File: src/rtl/riscv_id.sv
// riscv_id: RV32I decode stage. Decodes the fetched instruction, reads the
// register file combinationally, detects load-use hazards, resolves JAL in
// ID and registers the decoded bundle into the ID/EX pipeline register.
module riscv_id #(
  parameter int unsigned JMP_SQUASH     = 1,
  parameter bit          ZERO_IS_BUBBLE = 1'b1
) (
  input  logic        clk,
  input  logic        rst_n,
  input  logic [31:0] i_pc,
  input  logic [31:0] i_instr,
  input  logic        i_flush,
  input  logic        i_ex_stall,
  input  logic [4:0]  i_ex_rd,
  input  logic        i_ex_mem_rd,
  input  logic [31:0] i_rs1_data,
  input  logic [31:0] i_rs2_data,
  output logic [4:0]  o_rs1_addr,
  output logic [4:0]  o_rs2_addr,
  output logic        o_if_run,
  output logic        o_id_jmp,
  output logic [31:0] o_id_target,
  output logic        o_ex_valid,
  output logic [31:0] o_ex_pc,
  output logic [3:0]  o_ex_alu_op,
  output logic        o_ex_use_imm,
  output logic        o_ex_use_pc,
  output logic [31:0] o_ex_imm,
  output logic [31:0] o_ex_rs1_data,
  output logic [31:0] o_ex_rs2_data,
  output logic [4:0]  o_ex_rd,
  output logic        o_ex_rd_we,
  output logic        o_ex_mem_rd,
  output logic        o_ex_mem_wr,
  output logic [2:0]  o_ex_funct3,
  output logic        o_ex_branch,
  output logic        o_ex_jalr,
  output logic        o_ex_illegal
);

  localparam logic [6:0] OPC_LUI    = 7'b0110111;
  localparam logic [6:0] OPC_AUIPC  = 7'b0010111;
  localparam logic [6:0] OPC_JAL    = 7'b1101111;
  localparam logic [6:0] OPC_JALR   = 7'b1100111;
  localparam logic [6:0] OPC_BRANCH = 7'b1100011;
  localparam logic [6:0] OPC_LOAD   = 7'b0000011;
  localparam logic [6:0] OPC_STORE  = 7'b0100011;
  localparam logic [6:0] OPC_OPIMM  = 7'b0010011;
  localparam logic [6:0] OPC_OP     = 7'b0110011;
  localparam logic [6:0] OPC_MISC   = 7'b0001111;

  localparam logic [3:0] ALU_ADD   = 4'd0;
  localparam logic [3:0] ALU_SUB   = 4'd1;
  localparam logic [3:0] ALU_SLL   = 4'd2;
  localparam logic [3:0] ALU_SLT   = 4'd3;
  localparam logic [3:0] ALU_SLTU  = 4'd4;
  localparam logic [3:0] ALU_XOR   = 4'd5;
  localparam logic [3:0] ALU_SRL   = 4'd6;
  localparam logic [3:0] ALU_SRA   = 4'd7;
  localparam logic [3:0] ALU_OR    = 4'd8;
  localparam logic [3:0] ALU_AND   = 4'd9;
  localparam logic [3:0] ALU_PASSB = 4'd10;

  typedef struct packed {
    logic        valid;
    logic [31:0] pc;
    logic [3:0]  alu_op;
    logic        use_imm;
    logic        use_pc;
    logic [31:0] imm;
    logic [31:0] rs1_data;
    logic [31:0] rs2_data;
    logic [4:0]  rd;
    logic        rd_we;
    logic        mem_rd;
    logic        mem_wr;
    logic [2:0]  funct3;
    logic        branch;
    logic        jalr;
    logic        illegal;
  } bundle_t;

  // Register-register / register-immediate ALU selection by funct3.
  function automatic logic [3:0] alu_of(input logic [2:0] f3, input logic alt);
    case (f3)
      3'b000:  alu_of = alt ? ALU_SUB : ALU_ADD;
      3'b001:  alu_of = ALU_SLL;
      3'b010:  alu_of = ALU_SLT;
      3'b011:  alu_of = ALU_SLTU;
      3'b100:  alu_of = ALU_XOR;
      3'b101:  alu_of = alt ? ALU_SRA : ALU_SRL;
      3'b110:  alu_of = ALU_OR;
      default: alu_of = ALU_AND;
    endcase
  endfunction

  logic [6:0]  opcode;
  logic [2:0]  funct3;
  logic [6:0]  funct7;
  logic [4:0]  rd;
  logic [31:0] imm_i, imm_s, imm_b, imm_u, imm_j;
  logic        squash_q;
  logic        in_valid;
  logic        rs1_used, rs2_used;
  logic        hz;
  bundle_t     dec, dec_b, ex_q;

  assign opcode = i_instr[6:0];
  assign funct3 = i_instr[14:12];
  assign funct7 = i_instr[31:25];
  assign rd     = i_instr[11:7];

  assign imm_i = {{20{i_instr[31]}}, i_instr[31:20]};
  assign imm_s = {{20{i_instr[31]}}, i_instr[31:25], i_instr[11:7]};
  assign imm_b = {{19{i_instr[31]}}, i_instr[31], i_instr[7], i_instr[30:25], i_instr[11:8], 1'b0};
  assign imm_u = {i_instr[31:12], 12'b0};
  assign imm_j = {{11{i_instr[31]}}, i_instr[31], i_instr[19:12], i_instr[20], i_instr[30:21], 1'b0};

  assign o_rs1_addr  = i_instr[19:15];
  assign o_rs2_addr  = i_instr[24:20];
  assign o_id_target = i_pc + imm_j;

  assign in_valid = rst_n & ~(ZERO_IS_BUBBLE & (i_instr == '0)) & ~squash_q;

  // Instruction decode into the next ID/EX bundle.
  always_comb begin
    dec          = '0;
    dec.valid    = 1'b1;
    dec.pc       = i_pc;
    dec.rs1_data = i_rs1_data;
    dec.rs2_data = i_rs2_data;
    dec.rd       = rd;
    dec.funct3   = funct3;
    dec.alu_op   = ALU_ADD;
    rs1_used     = 1'b1;
    rs2_used     = 1'b0;
    case (opcode)
      OPC_LUI: begin
        rs1_used    = 1'b0;
        dec.alu_op  = ALU_PASSB;
        dec.use_imm = 1'b1;
        dec.imm     = imm_u;
        dec.rd_we   = 1'b1;
      end
      OPC_AUIPC: begin
        rs1_used    = 1'b0;
        dec.use_pc  = 1'b1;
        dec.use_imm = 1'b1;
        dec.imm     = imm_u;
        dec.rd_we   = 1'b1;
      end
      OPC_JAL: begin
        rs1_used    = 1'b0;
        dec.use_pc  = 1'b1;
        dec.use_imm = 1'b1;
        dec.imm     = imm_j;
        dec.rd_we   = 1'b1;
      end
      OPC_JALR: begin
        dec.use_pc  = 1'b1;
        dec.use_imm = 1'b1;
        dec.imm     = imm_i;
        dec.rd_we   = 1'b1;
        dec.jalr    = 1'b1;
        dec.illegal = (funct3 != 3'b000);
      end
      OPC_BRANCH: begin
        rs2_used    = 1'b1;
        dec.imm     = imm_b;
        dec.branch  = 1'b1;
        dec.alu_op  = funct3[2] ? (funct3[1] ? ALU_SLTU : ALU_SLT) : ALU_SUB;
        dec.illegal = (funct3[2:1] == 2'b01);
      end
      OPC_LOAD: begin
        dec.use_imm = 1'b1;
        dec.imm     = imm_i;
        dec.rd_we   = 1'b1;
        dec.mem_rd  = 1'b1;
        dec.illegal = (funct3 == 3'b011) || (funct3[2:1] == 2'b11);
      end
      OPC_STORE: begin
        rs2_used    = 1'b1;
        dec.use_imm = 1'b1;
        dec.imm     = imm_s;
        dec.mem_wr  = 1'b1;
        dec.illegal = (funct3[2] || (funct3[1:0] == 2'b11));
      end
      OPC_OPIMM: begin
        dec.use_imm = 1'b1;
        dec.rd_we   = 1'b1;
        if (funct3[1:0] == 2'b01) begin
          dec.imm     = {27'b0, i_instr[24:20]};
          dec.alu_op  = alu_of(funct3, i_instr[30]);
          dec.illegal = funct3[2] ? ({funct7[6], funct7[4:0]} != 6'b0) : (funct7 != 7'b0);
        end else begin
          dec.imm    = imm_i;
          dec.alu_op = alu_of(funct3, 1'b0);
        end
      end
      OPC_OP: begin
        rs2_used    = 1'b1;
        dec.rd_we   = 1'b1;
        dec.alu_op  = alu_of(funct3, i_instr[30]);
        dec.illegal = (funct7 == 7'b0100000) ? !((funct3 == 3'b000) || (funct3 == 3'b101))
                                              : (funct7 != 7'b0);
      end
      OPC_MISC: ;
      default: dec.illegal = 1'b1;
    endcase
    if (dec.illegal) begin
      dec.alu_op  = ALU_ADD;
      dec.use_imm = 1'b0;
      dec.use_pc  = 1'b0;
      dec.imm     = '0;
      dec.rd_we   = 1'b0;
      dec.mem_rd  = 1'b0;
      dec.mem_wr  = 1'b0;
      dec.branch  = 1'b0;
      dec.jalr    = 1'b0;
    end
    if (rd == 5'd0) dec.rd_we = 1'b0;
    dec_b = in_valid ? dec : '0;
  end

  // Load-use hazard, fetch run control and early JAL redirect.
  always_comb begin
    hz = in_valid & i_ex_mem_rd & (i_ex_rd != 5'd0) &
         ((rs1_used & (o_rs1_addr == i_ex_rd)) | (rs2_used & (o_rs2_addr == i_ex_rd)));
    o_if_run = ~rst_n | ~(i_ex_stall | hz) | i_flush;
    o_id_jmp = in_valid & (opcode == OPC_JAL) & ~i_flush & ~i_ex_stall & ~hz;
  end

  // ID/EX register and post-jump squash flag.
  always_ff @(posedge clk) begin
    if (!rst_n) begin
      ex_q     <= '0;
      squash_q <= 1'b0;
    end else if (i_flush) begin
      ex_q     <= '0;
      squash_q <= 1'b0;
    end else if (i_ex_stall) begin
      ex_q     <= ex_q;
      squash_q <= squash_q;
    end else if (hz) begin
      ex_q     <= '0;
      squash_q <= squash_q;
    end else begin
      ex_q     <= dec_b;
      squash_q <= o_id_jmp && (JMP_SQUASH != 0);
    end
  end

  assign o_ex_valid    = ex_q.valid;
  assign o_ex_pc       = ex_q.pc;
  assign o_ex_alu_op   = ex_q.alu_op;
  assign o_ex_use_imm  = ex_q.use_imm;
  assign o_ex_use_pc   = ex_q.use_pc;
  assign o_ex_imm      = ex_q.imm;
  assign o_ex_rs1_data = ex_q.rs1_data;
  assign o_ex_rs2_data = ex_q.rs2_data;
  assign o_ex_rd       = ex_q.rd;
  assign o_ex_rd_we    = ex_q.rd_we;
  assign o_ex_mem_rd   = ex_q.mem_rd;
  assign o_ex_mem_wr   = ex_q.mem_wr;
  assign o_ex_funct3   = ex_q.funct3;
  assign o_ex_branch   = ex_q.branch;
  assign o_ex_jalr     = ex_q.jalr;
  assign o_ex_illegal  = ex_q.illegal;

endmodule

File: config.mk
export PLATFORM = sky130hd
export DESIGN_NAME = riscv_id
export DESIGN_NICKNAME = d
export VERILOG_FILES = /design/src/rtl/riscv_id.sv
export SDC_FILE = /design/constraint.sdc
export NUM_CORES = 1
export LEC_CHECK = 0
export BUFFER_PORTS_ARGS = -buffer_cell sky130_fd_sc_hd__buf_2
export CELL_PAD_IN_SITES_DETAIL_PLACEMENT = 0
export CELL_PAD_IN_SITES_GLOBAL_PLACEMENT = 1
export CORE_MARGIN = 1.5
export CORE_UTILIZATION = 31
export DETAILED_ROUTE_END_ITERATION = 10
export PLACE_DENSITY = 0.79
export SETUP_SLACK_MARGIN = 0.15
export SYNTH_ARGS = -nofsm -noshare
export SYNTH_HDL_FRONTEND = slang
export SYNTH_SLANG_ARGS = --single-unit
File: constraint.sdc
create_clock -name clk -period 2.8 [get_ports clk]
set_input_delay 0.56 -clock clk [delete_from_list [all_inputs] [get_ports clk]]
set_output_delay 0.56 -clock clk [all_outputs]
set_load 0.02 [all_outputs]
-- Word level (Yosys, flattened, before mapping)
Index checks and enable logic that the tools add are counted.
- input bits: 138
- logic and storage cells: 113
- output and inout port bits: 193
- register bits after elaboration: 150
- add/sub/neg operators: 1
- reduce and logical (&&, ||, !) cells: 21
- multiplexer cells: 29
- bitwise gates (word level): 22
- equality and inequality tests: 23
- operators with widths (kind ; count):
    $mux W149 ; 2
    $pmux W32 S6 ; 1
    $pmux W4 S7 ; 2
    $mux W38 ; 1
    $add A32 B32 Y32 ; 1
    $logic_not A32 Y1 ; 1
    $mux W32 ; 1
    $eq A7 B6 Y1 const B ; 4
    $eq A7 B7 Y1 const B ; 3
    $pmux W4 S4 ; 1
    $mux W1 ; 15
    $eq A7 B5 Y1 const B ; 2
    $reduce_or A7 Y1 ; 2
    $and A1 B1 Y1 ; 11
    $eq A5 B5 Y1 ; 2
    $eq A3 B3 Y1 const B ; 3
    $mux W3 ; 3
    $reduce_or A3 Y1 ; 3
    $eq A7 B2 Y1 const B ; 1
    $eq A7 B4 Y1 const B ; 1
    $not A1 Y1 ; 7
    $pmux W1 S7 ; 1
    $reduce_bool A7 Y1 ; 1
    $eq A3 B2 Y1 const B ; 2
    16 further kinds ; 25

-- Logic depth before layout (Yosys ltp)
Gate-level depths: netlist of run 1.
- depth after elaboration: 11
- gate-level depth with buffers: 12
- depth with buffers taken out: 10

-- Worst setup path after synthesis of run 1
Ideal clock, no wire load.
- kind: input to output
- from: input i_pc[1]
- to: output o_id_target[31]
- path buffers: 0
- cell stages on the path: 10
- path slack: -453 ps
- arrival time: 2693 ps
- required time: 2240 ps
- cells stage by stage: ha_1 -> inv_1 -> fa_1 -> nand2b_1 -> a21oi_1 -> o21a_1 -> o211ai_2 -> a211oi_1 -> nor2_1 -> a311oi_1
- word-level cells in the longest chain between the ends: 1
- ends and longest elaborated chain (element ; line ; RTL):
    from (decl) ; 10 ; input logic [31:0] i_pc,
    $add A32 B32 Y32 ; 121 ; assign o_id_target = i_pc + imm_j;
    to (decl) ; 22 ; output logic [31:0] o_id_target,
Every way passes these cells.

-- Worst setup path in the final report of run 1
- from: input i_pc[1]
- to: output o_id_target[29]
The elaborated chain is that of the path after synthesis.

==> results of run 1 <==
## path summary, 6_finish.rpt
check,start,endpoint
max,i_pc[1],o_id_target[29]
min,i_rs2_data[26],o_ex_rs2_data[26]$_SDFFE_PP0N_
max reg2reg,squash_q$_SDFFE_PP0P_,o_ex_imm[13]$_SDFFE_PP0N_
min reg2reg,o_ex_imm[20]$_SDFFE_PP0N_,o_ex_imm[20]$_SDFFE_PP0N_
## timing repair
item	in CTS	in global routing
gates resized for setup	122	79
buffers inserted	18	10
pin swaps	57	46
setup endpoints to repair	25	26
## where the power goes
part           leakage, nW  internal (W)  total (W)  switching [W]
registers             1.21       0.00216    0.00218      0.0000161
logic                 4.01      0.000790    0.00169       0.000897
clock network        0.277       0.00125    0.00227        0.00103
## per-layer routing
layer / vias up / global-route usage [%] / wire length, um
met5: - / 0 / 0
met2: 300 / 35.8 / 14400
met3: 36 / 6.02 / 2080
met4: 0 / 7.34 / 543
li1: 4054 / - / -
met1: 3989 / 28.5 / 12700
## kinds of logic after synthesis
kind of cell,Yosys count,share of synthesized area [%]
compound gates,299,29.1
xor+xnor,35,4.10
fa+ha+maj,31,5.29
buf+inv,90,5.79
flops,150,40.2
simple gates,260,15.6
## through the flow
stage          total power, W  utilization, %  std cells  TNS, ns  worst slack (ns)
2_1_floorplan         0.00301               -        865    -1.11            -0.202
3_3_place_gp          0.00359            44.7       1585    -7.15            -0.557
3_5_place_dp          0.00360            44.7       1585    -7.98            -0.611
4_1_cts               0.00609            50.0       1634    -5.66            -0.442
5_1_grt               0.00639            51.9       1646    -6.96            -0.495
6_report              0.00614            51.9       1646    -5.30            -0.421
## state kept, by name (all words and copies together), names as in the netlist, 3 cells and up
name,count
o_ex_rs1_data,32
o_ex_rs2_data,32
o_ex_alu_op,4
o_ex_funct3,3
o_ex_rd,5
o_ex_pc,32
o_ex_imm,32
## placed cells by master, fill, tap and decap left out, types with 6 or more instances in the layout
cell / count
buf_2: 280
buf_4: 156
dfxtp_1: 150
nor2_1: 127
a22oi_1: 87
nand2_1: 49
buf_6: 48
a21oi_1: 38
o21ai_0: 34
inv_1: 20
a22oi_2: 19
ha_1: 17
clkbuf_16: 17
ha_4: 13
nand3_1: 12
xor2_1: 12
o21ai_1: 12
a22o_1: 12
a32o_1: 12
nor3_1: 11
xnor2_1: 10
xnor2_2: 9
a21o_1: 8
a21oi_2: 8
o211ai_1: 7
a21oi_4: 6
o21a_1: 6
nand2b_1: 6
buf_12: 6
buf_8: 6
## area by class of cell
class	count	area (um^2)	share of cell area, %
Clock buffer	17	425	3.48
Antenna cell	2	5.00	0.0410
Sequential cell	150	3000	24.6
Clock inverter	14	143	1.17
Timing Repair Buffer	497	3330	27.3
Multi-Input combinational cell	625	4830	39.5
Inverter	22	82.6	0.676
Tap cell	319	399	3.27
## worst max-delay path, stage by stage
cell      delay [ns]
buf_8           0.09
ha_4            0.14
inv_2           0.04
fa_2            0.33
nand2b_4        0.16
a21oi_4         0.14
o21a_4          0.16
o211ai_4        0.13
a211oi_4        0.30
buf_4           0.16
a31oi_4         0.09
xnor2_2         0.18
buf_4           0.17
==> impl_metrics.py, run 1 <==
metrics = {
    "finish": {
        "nets": 1482,
        "synthToLayoutAreaGrowth_pct": 63.4,
        "fillers": 2275,
        "drive_gt1_share_pct": 48.7,
        "fin_area_um2": 12200,
    },
    "worst_setup_path": {
        "critPathKind": "in2out",
        "cp.required_ns": 2.24,
        "reg2reg_depth": 10,
        "start_kind": "primary input",
        "r2r_setup_slack_ns": 0.92,
        "end_kind": "output port",
        "cp.arrival_ns": 2.66,
        "critPathMaxFanout": 4,
    },
    "routing": {
        "wl_um": 29700,
        "drc_errors": 0,
        "via_count": 8379,
        "ant_nets": 0,
        "drt_iter0_drc": 441,
        "vias_per_cell": 5.09,
        "dr.pass1.iters": 5,
        "routedWlPerCell_um": 18.0,
    },
    "sta": {
        "rsz0062_at_grt": "true",
        "worst_slew_pin_slew_ns": 0.663,
        "whs_ns": 0.357,
        "min_period_over_period_pct": 115,
        "period_minus_slack_ns": 3.22,
        "finClkSkew_ns": 0.0118,
        "setup_viol": 19,
        "finalHoldViolCount": 0,
        "slew_violations": 0,
        "clock.fmax_mhz": 311,
        "slew_headroom_pct": 55.8,
        "setup_slack_ns": -0.421,
    },
    "worst_hold_path": {
        "whs_path_depth": 3,
        "hold_class": "in2reg",
    },
    "floorplan": {
        "num_rows": 56,
        "initial_core_util_pct": 31.8,
        "die_h_um": 158,
        "die_w_um": 158,
        "die_area_um2": 25100,
        "ios": 331,
        "coreArea_um2": 23500,
    },
    "clock_network": {
        "cts.sinks": 150,
        "path_clk_slew_ns": 0.07,
        "cts_max_path_buffers": 2,
        "htree_num_levels": 4,
        "hold_buffers": 0,
        "clk_latency_ns": 0.42,
        "cts_tree": "built",
        "cts_buffers": 17,
        "cts_root_buffer": "clkbuf_16",
    },
    "synth": {
        "yosysTopAreaCell": "dfxtp_1",
        "synth_top_area_share_pct": 40.2,
        "syn_area_um2": 7480,
        "ys_seq_elements": 150,
        "netlist_top_cells_area": "dfxtp_1 (40%), a22oi_1 (8.8%), nor2_1 (6.8%)",
        "synth_nets": 1034,
        "yosysMostFrequentCell": "dfxtp_1",
        "synth_enable_flop_cells": 0,
        "synthArstFlopShare_pct": 0,
        "synth_ff_type": "dfxtp_1",
        "postSynthCellCount": 865,
        "yosysSeqAreaShare_pct": 40.2,
        "syn_avg_cell_area_um2": 8.65,
        "synth_common_cells": "dfxtp_1 (150), nor2_1 (135), a22oi_1 (88)",
        "ys_types": 68,
        "yosysWarnings": 0,
    },
    "global_route": {
        "overflow": 0,
        "antenna_found_initial": 2,
        "grt_max_degree": 107,
        "grt_pass1_vias": 7716,
        "track_usage_pct": 22.1,
        "grt_pass1_wl_um": 42600,
    },
    "power_and_ir_drop": {
        "p_leak_nw": 5.50,
        "vdd_ir_drop_max_v": 0.000326,
        "p_per_area_nw_per_um2": 503,
    },
    "status": {
        "violations": "negative setup slack",
        "status": "complete, but fails checks",
    },
    "job": {
        "max_cap_viol_count": 0,
    },
    "placed_design": {
        "io_buffer_count": 330,
        "hpwl_um": 21600,
        "place_congestion": 0.889,
        "placed_area_um2": 10500,
    },
}
No activity file was read; power rests on OpenSTA's default activity.
==> inputs of run 2 (changes only) <==
Settings changed: REMOVE_ABC_BUFFERS set to 1.
==> impl_metrics.py, run 2 (synthesis gave the netlist of run 1 again) <==
metrics = {
    "job": {
        "max_cap_viol_count": 0,
    },
    "worst_hold_path": {
        "hold_start": "i_rs2_data[21]",
        "hold_end": "o_ex_rs2_data[21]$_SDFFE_PP0N_",
        "hold_class": "in2reg",
        "whs_path_depth": 3,
    },
    "finish": {
        "synthToLayoutAreaGrowth_pct": 56.6,
        "nets": 1461,
        "finalNonFillerCells": 1625,
        "final_common_cell": "buf_2",
        "fillers": 2323,
        "fin_util_pct": 49.8,
        "drive_gt1_share_pct": 45.8,
        "layout_common_cells": "buf_2 (293), buf_4 (150), dfxtp_1 (150), nor2_1 (130), a22oi_1 (87)",
    },
    "worst_setup_path": {
        "cp.arrival_ns": 2.77,
        "cp.required_ns": 2.24,
        "cp_slowest_cell": "o211ai_1",
        "reg2reg_from": "squash_q$_SDFFE_PP0P_",
        "worstSetupStartpoint": "i_pc[5]",
        "critPathMaxFanout": 4,
        "reg2reg_depth": 8,
        "end_kind": "output port",
        "crit_chain": "buf_2, ha_4, o211ai_1, o211ai_1, a211oi_1, buf_4, o2bb2ai_4, buf_4, a21oi_4, a2111o_1, o211ai_1, buf_4",
        "critPathKind": "in2out",
        "start_kind": "primary input",
        "timing.rr.end": "o_ex_rs2_data[0]$_SDFFE_PP0N_",
        "r2r_setup_slack_ns": 0.99,
        "cpPeakStageDelay_ns": 0.38,
    },
    "clock_network": {
        "htree_num_levels": 4,
        "cts.sinks": 150,
        "cts_root_buffer": "clkbuf_16",
        "clk_latency_ns": 0.41,
        "cts_tree": "built",
        "cts_buffers": 17,
        "hold_buffers": 0,
        "path_clk_slew_ns": 0.07,
        "cts_max_path_buffers": 2,
    },
    "sta": {
        "clock.fmax_mhz": 300,
        "finalHoldViolCount": 0,
        "min_period_over_period_pct": 119,
        "setup_viol": 20,
        "period_minus_slack_ns": 3.33,
        "tns_ns": -6.51,
        "whs_ns": 0.363,
        "setup_slack_ns": -0.534,
        "slew_violations": 0,
        "slew_headroom_pct": 58.1,
        "finClkSkew_ns": 0.00620,
        "rsz0062_at_grt": "true",
        "worst_slew_pin_slew_ns": 0.622,
    },
    "power_and_ir_drop": {
        "p_leak_nw": 5.29,
        "p_per_area_nw_per_um2": 517,
        "vdd_ir_drop_max_v": 0.000354,
        "total_power_w": 0.00606,
    },
    "routing": {
        "dr.pass1.iters": 4,
        "wl_um": 28900,
        "drc_errors": 0,
        "routedWlPerCell_um": 17.8,
        "drt_iter0_drc": 388,
        "ant_nets": 0,
        "via_count": 8328,
        "vias_per_cell": 5.12,
    },
    "global_route": {
        "track_usage_pct": 21.9,
        "overflow": 0,
        "grt_pass1_wl_um": 42500,
        "grt_max_degree": 107,
        "antenna_found_initial": 2,
        "grt_pass1_vias": 7900,
    },
    "status": {
        "status": "complete, but fails checks",
        "violations": "negative setup slack",
    },
    "floorplan": {
        "die_area_um2": 25100,
        "initial_core_util_pct": 31.8,
        "ios": 331,
        "num_rows": 56,
        "coreArea_um2": 23500,
        "die_h_um": 158,
        "die_w_um": 158,
    },
    "placed_design": {
        "hpwl_um": 21100,
        "dpl.cell_count": 1577,
        "place_congestion": 0.882,
        "io_buffer_count": 330,
    },
}
-- run 2: changes by cell type in the layout (fill, tap and decap cells not counted), moves of 4 or more --
| cell | delta |
|---|---|
| xnor2_1 | +5 |
| buf_4 | -6 |
| nor2_4 | -4 |
| ha_4 | -5 |
| buf_2 | +13 |
| ha_1 | +4 |
| buf_6 | -28 |
| xnor2_2 | -4 |
-- run 2: per-stage QoR --
step                      instance area [um^2]  setup WS (ns)
after global placement                   10200         -0.739
after floorplan                           7130          -4.40
after CTS                                11500         -0.540
final                                    11700         -0.534
after detailed placement                 10200         -0.789
after global routing                     11700         -0.571
-- run 2: worst max-delay path, delay by kind of cell --
family | cells | cell delay [ns]
AOI/OAI and AO/OA | 7 | 1.32
buffers and inverters | 4 | 0.60
adders and majority gates | 1 | 0.28
-- run 2: cell type report --
| type | instances | area, um^2 | area share (%) |
|---|---|---|---|
| antenna | 1 | 2.50 | 0.0214 |
| clock buffer | 17 | 425 | 3.63 |
| clock inverter | 15 | 156 | 1.34 |
| inverter | 22 | 82.6 | 0.705 |
| multi-input combinational | 625 | 4600 | 39.2 |
| sequential | 150 | 3000 | 25.6 |
| tap | 319 | 399 | 3.41 |
| timing repair buffer | 476 | 3050 | 26.0 |
-- run 2: layer usage --
metal,share of wire (%),vias up,global-route usage (%)
met4,1.9,0,6.32
met3,8.2,29,6.72
met1,42,3964,26.5
met2,48,321,37.3
li1,-,4014,-
met5,0,-,0
-- run 2: timing repair --
action                     CTS  global route
setup endpoints to repair   26            25
pin swaps                   42            29
setup buffers               13             2
resized for setup          125            42
-- run 2: worst max-delay path by stage --
stage                                     end  slack (ns)  depth (start not counted)
global route                  o_id_target[26]       -0.57                         12
detailed placement            o_id_target[25]       -0.79                         13
finish                        o_id_target[30]       -0.53                         12
CTS                           o_id_target[31]       -0.54                         13
floorplan           o_ex_imm[11]$_SDFFE_PP0N_       -4.40                          7
global placement              o_id_target[23]       -0.74                         13
-- run 2: where the power goes --
part	leakage, nW	switching (W)	total, W	internal [W]
sequential	1.21	0.0000167	0.00218	0.00216
clock	0.283	0.00107	0.00234	0.00127
combinational	3.80	0.000851	0.00154	0.000689
total	5.29	0.00194	0.00606	0.00412
==> inputs of run 3 (changes only) <==
Settings changed: CORE_UTILIZATION 31 to 37, PLACE_DENSITY 0.79 to 0.89, TNS_END_PERCENT set to 30.
Clock period 2.8 ns to 4 ns, I/O delays scaled along.
==> impl_metrics.py, run 3 (synthesis gave the netlist of run 1 again) <==
metrics = {
    "clock_network": {
        "clk_latency_ns": 0.43,
        "cts_root_buffer": "clkbuf_16",
        "cts_buffers": 17,
        "htree_num_levels": 4,
        "hold_buffers": 0,
        "cts.sinks": 150,
        "cts_tree": "built",
        "cts_max_path_buffers": 2,
        "path_clk_slew_ns": 0.07,
    },
    "sta": {
        "finalHoldViolCount": 0,
        "worst_slew_pin_slew_ns": 1.18,
        "finClkSkew_ns": 0.00974,
        "whs_ns": 0.448,
        "tns_ns": 0,
        "slew_headroom_pct": 21.2,
        "clock.fmax_mhz": 260,
        "setup_viol": 0,
        "period_minus_slack_ns": 3.84,
        "slew_violations": 0,
        "rsz0062_at_grt": "true",
        "min_period_over_period_pct": 96.1,
    },
    "finish": {
        "drive_gt1_share_pct": 36.8,
        "antenna_cells": 0,
        "layout_common_cells": "buf_2 (325), dfxtp_1 (150), nor2_1 (135), a22oi_1 (88), nand2_1 (52)",
        "nets": 1351,
        "finalNonFillerCells": 1460,
        "synthToLayoutAreaGrowth_pct": 35.0,
        "final_common_cell": "buf_2",
        "fin_util_pct": 51.4,
    },
    "worst_setup_path": {
        "reg2reg_from": "squash_q$_SDFFE_PP0P_",
        "r2r_setup_slack_ns": 1.91,
        "critPathKind": "in2out",
        "start_kind": "primary input",
        "cp.arrival_ns": 3.04,
        "cp.required_ns": 3.20,
        "critPathMaxFanout": 4,
        "timing.rr.end": "o_ex_pc[0]$_SDFFE_PP0N_",
        "end_kind": "output port",
        "reg2reg_depth": 6,
    },
    "floorplan": {
        "coreArea_um2": 19700,
        "num_rows": 51,
        "initial_core_util_pct": 38.1,
        "die_area_um2": 21100,
        "die_w_um": 145,
        "ios": 331,
        "die_h_um": 145,
    },
    "placed_design": {
        "io_buffer_count": 330,
        "dpl.cell_count": 1424,
        "place_congestion": 0.891,
        "hpwl_um": 19300,
    },
    "global_route": {
        "grt_pass1_wl_um": 40000,
        "track_usage_pct": 23.7,
        "overflow": 0,
        "grt_max_degree": 80,
        "antenna_found_initial": 0,
        "grt_pass1_vias": 7539,
    },
    "worst_hold_path": {
        "hold_end": "o_ex_imm[17]$_SDFFE_PP0N_",
        "whs_path_depth": 2,
        "hold_start": "o_ex_imm[17]$_SDFFE_PP0N_",
        "hold_class": "reg2reg",
    },
    "routing": {
        "via_count": 7861,
        "ant_nets": 0,
        "drt_iter0_drc": 474,
        "routedWlPerCell_um": 17.6,
        "drc_errors": 0,
        "vias_per_cell": 5.38,
        "dr.pass1.iters": 5,
        "wl_um": 25700,
    },
    "power_and_ir_drop": {
        "vdd_ir_drop_max_v": 0.000294,
        "p_leak_nw": 4.57,
        "p_per_area_nw_per_um2": 387,
        "total_power_w": 0.00391,
    },
    "status": {
        "status": "finished clean",
    },
    "job": {
        "max_cap_viol_count": 0,
    },
}
==> run 3: cell types whose count changed in the layout (fill, tap and decap cells not counted), sizes merged <==
cell | before | now
buf | 476 | 366
bufinv | 1 | 0
clkinv | 2 | 4
diode | 1 | 0
inv | 32 | 31
==> run 3: routing by layer <==
layer / global-route usage, % / routed length [um] / vias up
met3: 7.89 / 2250 / 48
met2: 38.8 / 12100 / 344
met1: 28.3 / 10700 / 3681
li1: - / - / 3788
met5: 0 / 0 / -
met4: 10.2 / 756 / 0
==> run 3: area by class of cell <==
class,instances,area [um^2]
Fill cell,1940,9560
Multi-Input combinational cell,625,4170
Sequential cell,150,3000
Timing Repair Buffer,366,1950
Clock buffer,17,425
Tap cell,265,332
Clock inverter,15,133
Inverter,22,82.6
==> run 3: critical path: stages <==
cell and delay [ns]:
buf_2 0.13, ha_1 0.37, o211ai_1 0.22, o211ai_1 0.18
a211oi_2 0.32, o2bb2ai_2 0.14, a221o_1 0.31, a21oi_1 0.21
xnor2_1 0.17, buf_2 0.20
==> run 3: what timing repair did <==
action	in CTS	in global routing
resized for setup	12	19
pin swaps	4	10
endpoints found under the setup margin	12	11
setup buffers	0	4
==> run 3: how the worst max path moves through the flow <==
stage	start	endpoint
after CTS	i_instr[22]	o_id_target[24]
after global routing	i_instr[21]	o_id_target[31]
after detailed placement	i_instr[21]	o_id_target[31]
after floorplan	i_instr[3]	o_ex_imm[11]$_SDFFE_PP0N_
final	i_instr[23]	o_id_target[24]
after global placement	i_instr[21]	o_id_target[31]
==> run 3: stage by stage <==
step | setup slack, ns | cell area [um^2]
2_1_floorplan | -3.44 | 7130
6_report | 0.156 | 10100
3_3_place_gp | 0.0632 | 9380
3_5_place_dp | 0.00347 | 9380
4_1_cts | 0.143 | 9990
5_1_grt | 0.0299 | 10100
==> run 3: power breakdown <==
| part | switching (W) | internal, W |
|---|---|---|
| logic | 0.000520 | 0.000316 |
| clock network | 0.000727 | 0.000819 |
| registers | 0.0000117 | 0.00152 |
| total | 0.00126 | 0.00265 |
